--- src/rtl/mips_pkg.sv ---
// Shared definitions for the MIPS front end: fetch FSM states and default
// widths / bubble instruction used by the fetch controller.
package mips_pkg;

  localparam int DEF_ADDR_W = 32;
  localparam int DEF_DATA_W = 32;

  // sll $0,$0,0 -- presented to decode whenever no instruction is held
  localparam logic [31:0] DEF_NOP_INSTR = 32'h0000_0000;

  typedef enum logic [2:0] {
    IDLE,
    REQ,
    WAIT,
    OUT,
    DRAIN
  } fetch_state_t;

endpackage

--- src/rtl/ifetch_ctrl.sv ---
// Instruction-fetch controller: one word read per PC over req/gnt/rvalid,
// result handed to decode over valid/ready, with flush and misalign handling.
module ifetch_ctrl
  import mips_pkg::*;
#(
  parameter int                ADDR_W    = DEF_ADDR_W,
  parameter int                DATA_W    = DEF_DATA_W,
  parameter logic [DATA_W-1:0] NOP_INSTR = DATA_W'(DEF_NOP_INSTR)
) (
  input  logic              clk,
  input  logic              rst,
  input  logic [ADDR_W-1:0] pc_i,
  input  logic              flush_i,
  output logic              imem_req_o,
  output logic [ADDR_W-1:0] imem_addr_o,
  input  logic              imem_gnt_i,
  input  logic              imem_rvalid_i,
  input  logic [DATA_W-1:0] imem_rdata_i,
  output logic [DATA_W-1:0] instr_o,
  output logic [ADDR_W-1:0] instr_pc_o,
  output logic              instr_valid_o,
  input  logic              instr_ready_i,
  output logic              pc_en_o,
  output logic              misalign_o
);

  fetch_state_t      state_q, state_d;
  logic [ADDR_W-1:0] addr_q, addr_d;
  logic [DATA_W-1:0] instr_q, instr_d;
  logic [ADDR_W-1:0] ipc_q, ipc_d;
  logic              valid_q, valid_d;
  logic              misalign_q, misalign_d;
  // a flush arrived while the request was still waiting for its grant
  logic              flush_pend_q, flush_pend_d;

  always_comb begin
    state_d      = state_q;
    addr_d       = addr_q;
    instr_d      = instr_q;
    ipc_d        = ipc_q;
    valid_d      = valid_q;
    misalign_d   = misalign_q;
    flush_pend_d = flush_pend_q;

    case (state_q)
      IDLE: begin
        // a flush means pc_i is stale this cycle, so wait for the new target
        if (!flush_i && !misalign_q) begin
          if (pc_i[1:0] != 2'b00) begin
            misalign_d = 1'b1;
          end else begin
            addr_d  = {pc_i[ADDR_W-1:2], 2'b00};
            state_d = REQ;
          end
        end
      end
      REQ: begin
        if (imem_gnt_i) begin
          flush_pend_d = 1'b0;
          if (flush_i || flush_pend_q) begin
            state_d = DRAIN;
          end else begin
            ipc_d   = addr_q;
            state_d = WAIT;
          end
        end else if (flush_i) begin
          flush_pend_d = 1'b1;
        end
      end
      WAIT: begin
        if (flush_i) begin
          state_d = imem_rvalid_i ? IDLE : DRAIN;
        end else if (imem_rvalid_i) begin
          instr_d = imem_rdata_i;
          valid_d = 1'b1;
          state_d = OUT;
        end
      end
      OUT: begin
        if (flush_i || instr_ready_i) begin
          valid_d = 1'b0;
          instr_d = NOP_INSTR;
          state_d = IDLE;
        end
      end
      DRAIN: begin
        if (imem_rvalid_i) begin
          state_d = IDLE;
        end
      end
      default: state_d = IDLE;
    endcase

    if (flush_i) begin
      misalign_d = 1'b0;
    end
  end

  always_ff @(posedge clk or negedge rst) begin
    if (!rst) begin
      state_q      <= IDLE;
      addr_q       <= '0;
      instr_q      <= NOP_INSTR;
      ipc_q        <= '0;
      valid_q      <= 1'b0;
      misalign_q   <= 1'b0;
      flush_pend_q <= 1'b0;
    end else begin
      state_q      <= state_d;
      addr_q       <= addr_d;
      instr_q      <= instr_d;
      ipc_q        <= ipc_d;
      valid_q      <= valid_d;
      misalign_q   <= misalign_d;
      flush_pend_q <= flush_pend_d;
    end
  end

  assign imem_req_o    = (state_q == REQ);
  assign imem_addr_o   = addr_q;
  assign instr_o       = instr_q;
  assign instr_pc_o    = ipc_q;
  assign instr_valid_o = valid_q;
  assign misalign_o    = misalign_q;
  assign pc_en_o       = (valid_q & instr_ready_i) | flush_i;

endmodule

--- config.mk ---
export PLATFORM = sky130hd
export DESIGN_NAME = ifetch_ctrl
export DESIGN_NICKNAME = d
export VERILOG_FILES = /design/src/rtl/mips_pkg.sv /design/src/rtl/ifetch_ctrl.sv
export SDC_FILE = /design/constraint.sdc
export NUM_CORES = 1
export LEC_CHECK = 0
export CAP_MARGIN = 20
export CORE_AREA = 2 2 114 89
export CTS_BUF_LIST = sky130_fd_sc_hd__clkbuf_4 sky130_fd_sc_hd__clkbuf_8 sky130_fd_sc_hd__clkbuf_16
export CTS_CLUSTER_DIAMETER = 30
export DETAILED_ROUTE_END_ITERATION = 6
export DIE_AREA = 0 0 116 91
export PLACE_DENSITY = 0.91
export SLEW_MARGIN = 20
export SYNTH_ARGS = -nofsm -noshare
export SYNTH_HDL_FRONTEND = slang
export SYNTH_SLANG_ARGS = --single-unit
--- constraint.sdc ---
create_clock -name clk -period 2 [get_ports clk]
set_input_delay 0.4 -clock clk [delete_from_list [all_inputs] [get_ports clk]]
set_output_delay 0.4 -clock clk [all_outputs]
set_load 0.01 [all_outputs]
==> results.cfg, run 1 <==
[cells_and_area]
postLayoutCoreUtil = 0.6426
nFillCells = 719
syn_to_final_growth_pct = 56.12
drive_gt1_frac = 0.2390
fin_nets = 496
stdcell_area_mm2 = 0.006032
diodes = 0
layout.cells.non_filler = 563

[synth]
synth_edf_count = 0
ys_warn_count = 0
synth_flop_cell = dfrtp_1
avgSynthCellArea_um2 = 15.52
yosysUniqueCellTypes = 30
yosysTopAreaCellShare = 0.6347
synth.most_common_cell = dfrtp_1
netlist_instances = 249
ys_ff_latch = 98
synth_area_mm2 = 0.003864
yosys-top-cells-area = dfrtp_1 63%, mux2_2 17%, a22o_1 7.5%
synth-async-reset-ratio = 1.000
synth_common_cells = 98 x dfrtp_1, 57 x mux2_2, 33 x a22o_1
ys_seq_area_frac = 0.6347
synth_area_leader_cell = dfrtp_1

[flow_run]
maxCapViolCount = 0

[die]
dieWidth_um = 116
die-area_mm2 = 0.01056
start_util = 0.4116
rows = 31
core_area_mm2 = 0.009387
pin_count = 170
die_y_um = 91

[sta]
clock_skew_ns = 0.005479
fin_crit_sh = 0.9671
max_freq_mhz = 517.0
whs_ns = 0.02714
final_max_slew_viol_count = 0
setup_viol = 0
layout_min_cycle_time_ns = 1.934
finalHoldViolations = 0
rsz0062_at_grt = no

[drt]
post_drt_wl_per_cell_um = 16.84
via_per_inst = 4.954
initialDrtViolationCount = 222
wirelength_mm = 9.480
via_count = 2789
remaining_drc_errors = 0
ant_nets = 0
firstDrtPassIters = 6

[critical_path]
crit_path_max_fanout = 2
critical_path.startpoint_type = input port
critical_path.top_delay_family = buffers and inverters
crit_chain = clkdlybuf4s50_1 > a21o_1 > clkdlybuf4s50_1
cp_num_buf_inv = 2
slowest_delay_ns = 0.53
crit_path_frequent_cell = clkdlybuf4s50_1
cp_data_required_time_ns = 1.60
critPathKind = in -> out
worstPathArrival_ns = 1.53
endpoint_kind = primary output
cpMaxStageDelayCell = clkdlybuf4s50_1

[cts]
clock_tree.root_cell = clkbuf_16
cts.sinks = 98
clk_latency_ns = 0.33
cts_tree = done
cts_buffers = 9
clk_pin_slew_ns = 0.06
htree_levels = 3
cts.path.max_buffers = 2

[grt]
grt.overflow.total = 0
grt_max_degree = 47
grt_pass1_vias = 2993
antenna_found_initial = 0
track_usage = 0.1875
grt_first_pass_wirelength_mm = 15.28

[placed_design]
placed_area_mm2 = 0.005692
place_inst = 546
portBuffers = 165
dp_hpwl_mm = 6.963
finalWeightedCongestion = 0.7699

[power_and_ir_drop]
pwr_density_cell_mw_per_mm2 = 1398
total_power_mw = 8.431
p_leak_nw = 2.696
ir_drop_uv = 1103

[run_status]
status = completed

[min_path]
hp-class = in -> async
-- registers in the layout (all words and copies together), names as in the netlist --
signal,count
instr_pc_o,30
state_q,3
instr_o,32
instr_valid_o,1
imem_addr_o,30
misalign_o,1
flush_pend_q,1
-- worst reg2reg max path: stages, from the launching register on --
cell and delay (ns):
dfrtp_1 0.40, buf_4 0.19, nor4_2 0.39, nand2_2 0.12, buf_4 0.22, mux2_4 0.32
-- logic make-up (layout without fill, tap and decap cells) --
family          count (synthesis)  count (layout)  synth area share
compound gates                 48              48            0.1023
buf+inv                        23             202           0.04922
flops                          98              98            0.6347
mux                            61              61            0.1804
other cells                     1               4         0.0009706
simple gates                   18              18           0.03239
-- power breakdown --
part           internal, mW  switching (mW)  leakage [nW]
Clock                  1.13           0.718         0.159
Combinational          2.13            1.17          1.27
Sequential             2.78           0.511          1.26
-- layer usage --
metal,wire length (um),track usage,up-vias,share of wire
li1,-,-,1259,-
met1,4019,0.2347,1399,0.42
met2,4528,0.3075,121,0.48
met3,845,0.07009,10,0.089
met4,87,0.04762,0,0.0092
met5,0,0,-,0
-- worst paths after layout --
check                           slack, ns         endpoint      startpoint  depth (start not counted)
min in group clk                     0.50   instr_pc_o[16]  instr_pc_o[16]                          1
worst max register to register       0.23  imem_addr_o[25]      state_q[1]                          5
max in group asynchronous            1.36   instr_pc_o[17]             rst                          2
worst min register to register       0.50   instr_pc_o[16]  instr_pc_o[16]                          1
worst min-delay path                 0.03  imem_addr_o[29]             rst                          1
worst max-delay path                 0.07          pc_en_o   instr_ready_i                          3
-- per-stage QoR --
step	setup slack (ns)	setup TNS (ns)
after floorplan	0.5085	0
final	0.06578	0
after global routing	0.02617	0
after CTS	0.02014	0
after global placement	-0.006516	-0.006516
after detailed placement	-0.04167	-0.9926
-- area by class of cell --
cell class	count	area (um2)	share of cell area
Sequential cell	98	2452	0.4066
Clock inverter	6	90.09	0.01493
Multi-Input combinational cell	131	1237	0.2051
Clock buffer	10	239.0	0.03962
Timing Repair Buffer	184	1841	0.3051
Inverter	2	7.507	0.001245
Tap cell	132	165.2	0.02738
-- repair_timing --
action,4_1_cts,5_1_grt
setup buffers,0,1
gates cloned,0,0
setup endpoints to repair,2,1
pin swaps,0,1
gates resized for setup,2,0
hold buffers,0,0
-- cell usage in the layout, fill, tap and decap left out, drive strengths merged --
cell type | synthesis | routed
clkdlybuf4s50 | 0 | 163
dfrtp | 98 | 98
mux2 | 60 | 60
a22o | 33 | 33
buf | 21 | 20
clkbuf | 0 | 10
conb | 1 | 4
nor3b | 4 | 4
a21o | 3 | 3
nor2 | 3 | 3
o21ai | 3 | 3
a21oi | 3 | 3
clkinv | 0 | 3
nor3 | 2 | 2
o21a | 2 | 2
inv | 2 | 2
a32oi | 2 | 2
bufinv | 0 | 2
nand3 | 2 | 2
nor4 | 1 | 1
nand2 | 1 | 1
o211ai | 1 | 1
and3 | 1 | 1
and3b | 1 | 1
mux2i | 1 | 1
or2 | 1 | 1
nor2b | 1 | 1
and2b | 1 | 1
o32ai | 1 | 1
clkinvlp | 0 | 1
dlygate4sd2 | 0 | 1
Power figures use the tool's default switching activity.
==> run 2: changes to the inputs <==
==> constraint.sdc (replaced) <==
create_clock -name clk -period 2 [get_ports clk]
set_input_delay 0.2 -clock clk [delete_from_list [all_inputs] [get_ports clk]]
set_output_delay 0.2 -clock clk [all_outputs]
set_load 0.01 [all_outputs]
==> run 2 against run 1 <==
  * Die area is the same
  * Sequential power is essentially flat
  * Global-route usage shrank 1.2 points
  * First-iteration DRC count shrank 37%
  * Highest routed layer unchanged
  * Critical path depth shrank 1
  * Clock skew grew 0.0028 ns
  * Final area shrank 1.0%
==> results.cfg, run 2 (synthesized netlist as in run 1, its figures left out) <==
[run_status]
status = completed

[critical_path]
slowest_delay_ns = 0.58
critPathKind = reg -> out
worstRegToRegCells = 4
cpMaxStageDelayCell = clkdlybuf4s50_1
r2r-start = state_q[2]
rr_endpoint = imem_addr_o[8]
crit_path_max_fanout = 8
critical_path.top_delay_family = buffers and inverters
crit_chain = nor3b_2 > clkdlybuf4s50_1
endpoint_kind = primary output
cp-startpoint = state_q[2]
critical_path.startpoint_type = flip-flop
r2r_setup_slack_ns = 0.32
endpoint = imem_req_o
cp_num_buf_inv = 1
cp_data_required_time_ns = 1.80
crit_cells = 2
worstPathArrival_ns = 1.67

[cells_and_area]
register_area_mm2 = 0.002454
fin_nets = 487
layout_commonest_cell = clkdlybuf4s50_1
nFillCells = 702
drive_gt1_frac = 0.2190
diodes = 0
final_cell_mix = 164 x clkdlybuf4s50_1, 97 x dfrtp_1, 57 x mux2_2
syn_to_final_growth_pct = 54.53
multi_input_area_mm2 = 0.001237
largest_register_ff_count = 32

[grt]
antenna_found_initial = 0
grt_max_degree = 57
met1_usage = 0.2089
grt.overflow.total = 0
grt_pass1_vias = 2832
track_usage = 0.1758
top_usage_layer = met2
met2_usage = 0.2963
grt_first_pass_wirelength_mm = 14.38
use_met3 = 0.06542

[drt]
via_count = 2735
initialDrtViolationCount = 139
remaining_drc_errors = 0
ant_nets = 0
post_drt_wl_per_cell_um = 16.93
via_per_inst = 4.955
wirelength_mm = 9.347
firstDrtPassIters = 4

[die]
start_util = 0.4116
dieWidth_um = 116
die-area_mm2 = 0.01056
pin_count = 170
rows = 31
die_y_um = 91
core_area_mm2 = 0.009387

[cts]
cts.path.max_buffers = 2
htree_levels = 3
cts.sinks = 98
cts_tree = done
cts_buffers = 9
clk_pin_slew_ns = 0.07
clock_tree.root_cell = clkbuf_16
clk_latency_ns = 0.33

[power_and_ir_drop]
ir_drop_uv = 900.8
pwr_density_cell_mw_per_mm2 = 1416
p_leak_nw = 2.652

[sta]
whs_ns = 0.3766
setup-tns-final_ns = 0
clock_skew_ns = 0.008311
setup_viol = 0
final_max_slew_viol_count = 0
fin_crit_sh = 0.9373
finalHoldViolations = 0
rsz0062_at_grt = no
layout_min_cycle_time_ns = 1.875
max_freq_mhz = 533.4

[placed_design]
dp_hpwl_mm = 6.845
portBuffers = 165
finalWeightedCongestion = 0.7859

[flow_run]
maxCapViolCount = 0

[min_path]
hp-class = in -> async
[run 2: changes by cell type in the layout (fill, tap and decap cells not counted), sizes merged]
| cell | before | now |
|---|---|---|
| buf | 20 | 10 |
| bufinv | 2 | 3 |
| clkbuf | 10 | 11 |
| clkdlybuf4s50 | 163 | 164 |
| clkinv | 3 | 0 |
| clkinvlp | 1 | 0 |
| dlygate4sd2 | 1 | 0 |
| dlygate4sd3 | 0 | 1 |
[run 2: per-stage QoR]
| step | power, mW | worst slack [ns] | util | cell area [um2] | instances |
|---|---|---|---|---|---|
| 6_report | 8.454 | 0.1254 | 0.6361 | 5971 | 552 |
| 3_5_place_dp | 6.586 | 0.002482 | 0.5992 | 5624 | 537 |
| 3_3_place_gp | 6.431 | 0.1221 | 0.5992 | 5624 | 537 |
| 2_1_floorplan | 4.568 | 0.5367 | - | 3875 | 252 |
| 5_1_grt | 8.883 | 0.04544 | 0.6361 | 5971 | 552 |
| 4_1_cts | 8.553 | 0.04619 | 0.6360 | 5969 | 552 |
[run 2: worst min path at each step]
stage | startpoint | to | slack [ns] | cells past startpoint
after detailed placement | rst | instr_o[9] | 0.20 | 1
after CTS | rst | instr_o[9] | 0.39 | 2
after global routing | rst | instr_o[9] | 0.42 | 2
after global placement | rst | instr_o[6] | 0.19 | 1
final | rst | instr_o[9] | 0.38 | 2
after floorplan | rst | flush_pend_q | -0.1 | 0
[run 2: layout make-up]
| cell class | instances | area share |
|---|---|---|
| inverters | 2 | 0.001257 |
| repair buffers | 175 | 0.2976 |
| flip-flops and latches | 98 | 0.4109 |
| clock inverters | 3 | 0.01509 |
| clock buffers | 11 | 0.04023 |
| multi-input cells | 131 | 0.2073 |
| well taps | 132 | 0.02766 |
[run 2: routing by layer]
metal	vias to the layer above	routed length, um
li1	1232	-
met2	117	4628
met4	0	114
met5	-	0
met1	1372	3734
met3	14	871
[run 2: report_power, final]
part / leakage (nW) / switching (mW) / total, mW / internal, mW
combinational: 1.23 / 1.14 / 3.23 / 2.09
sequential: 1.26 / 0.526 / 3.30 / 2.78
clock: 0.163 / 0.682 / 1.92 / 1.24
total: 2.65 / 2.35 / 8.45 / 6.11
[run 2: repair_timing]
action / CTS / global route
setup endpoints to repair: 1 / 1
endpoints found under the hold margin: 35 / 0
gates resized for setup: 1 / 1
setup buffers: 0 / 0
cloned: 0 / 0
hold buffers: 1 / 0
[run 2: worst reg2reg max path, stage by stage, from the launching register on]
cell and delay [ns]:
dfrtp_1 0.48, nor3_1 0.42, nand2_2 0.10, buf_4 0.24, mux2_4 0.33
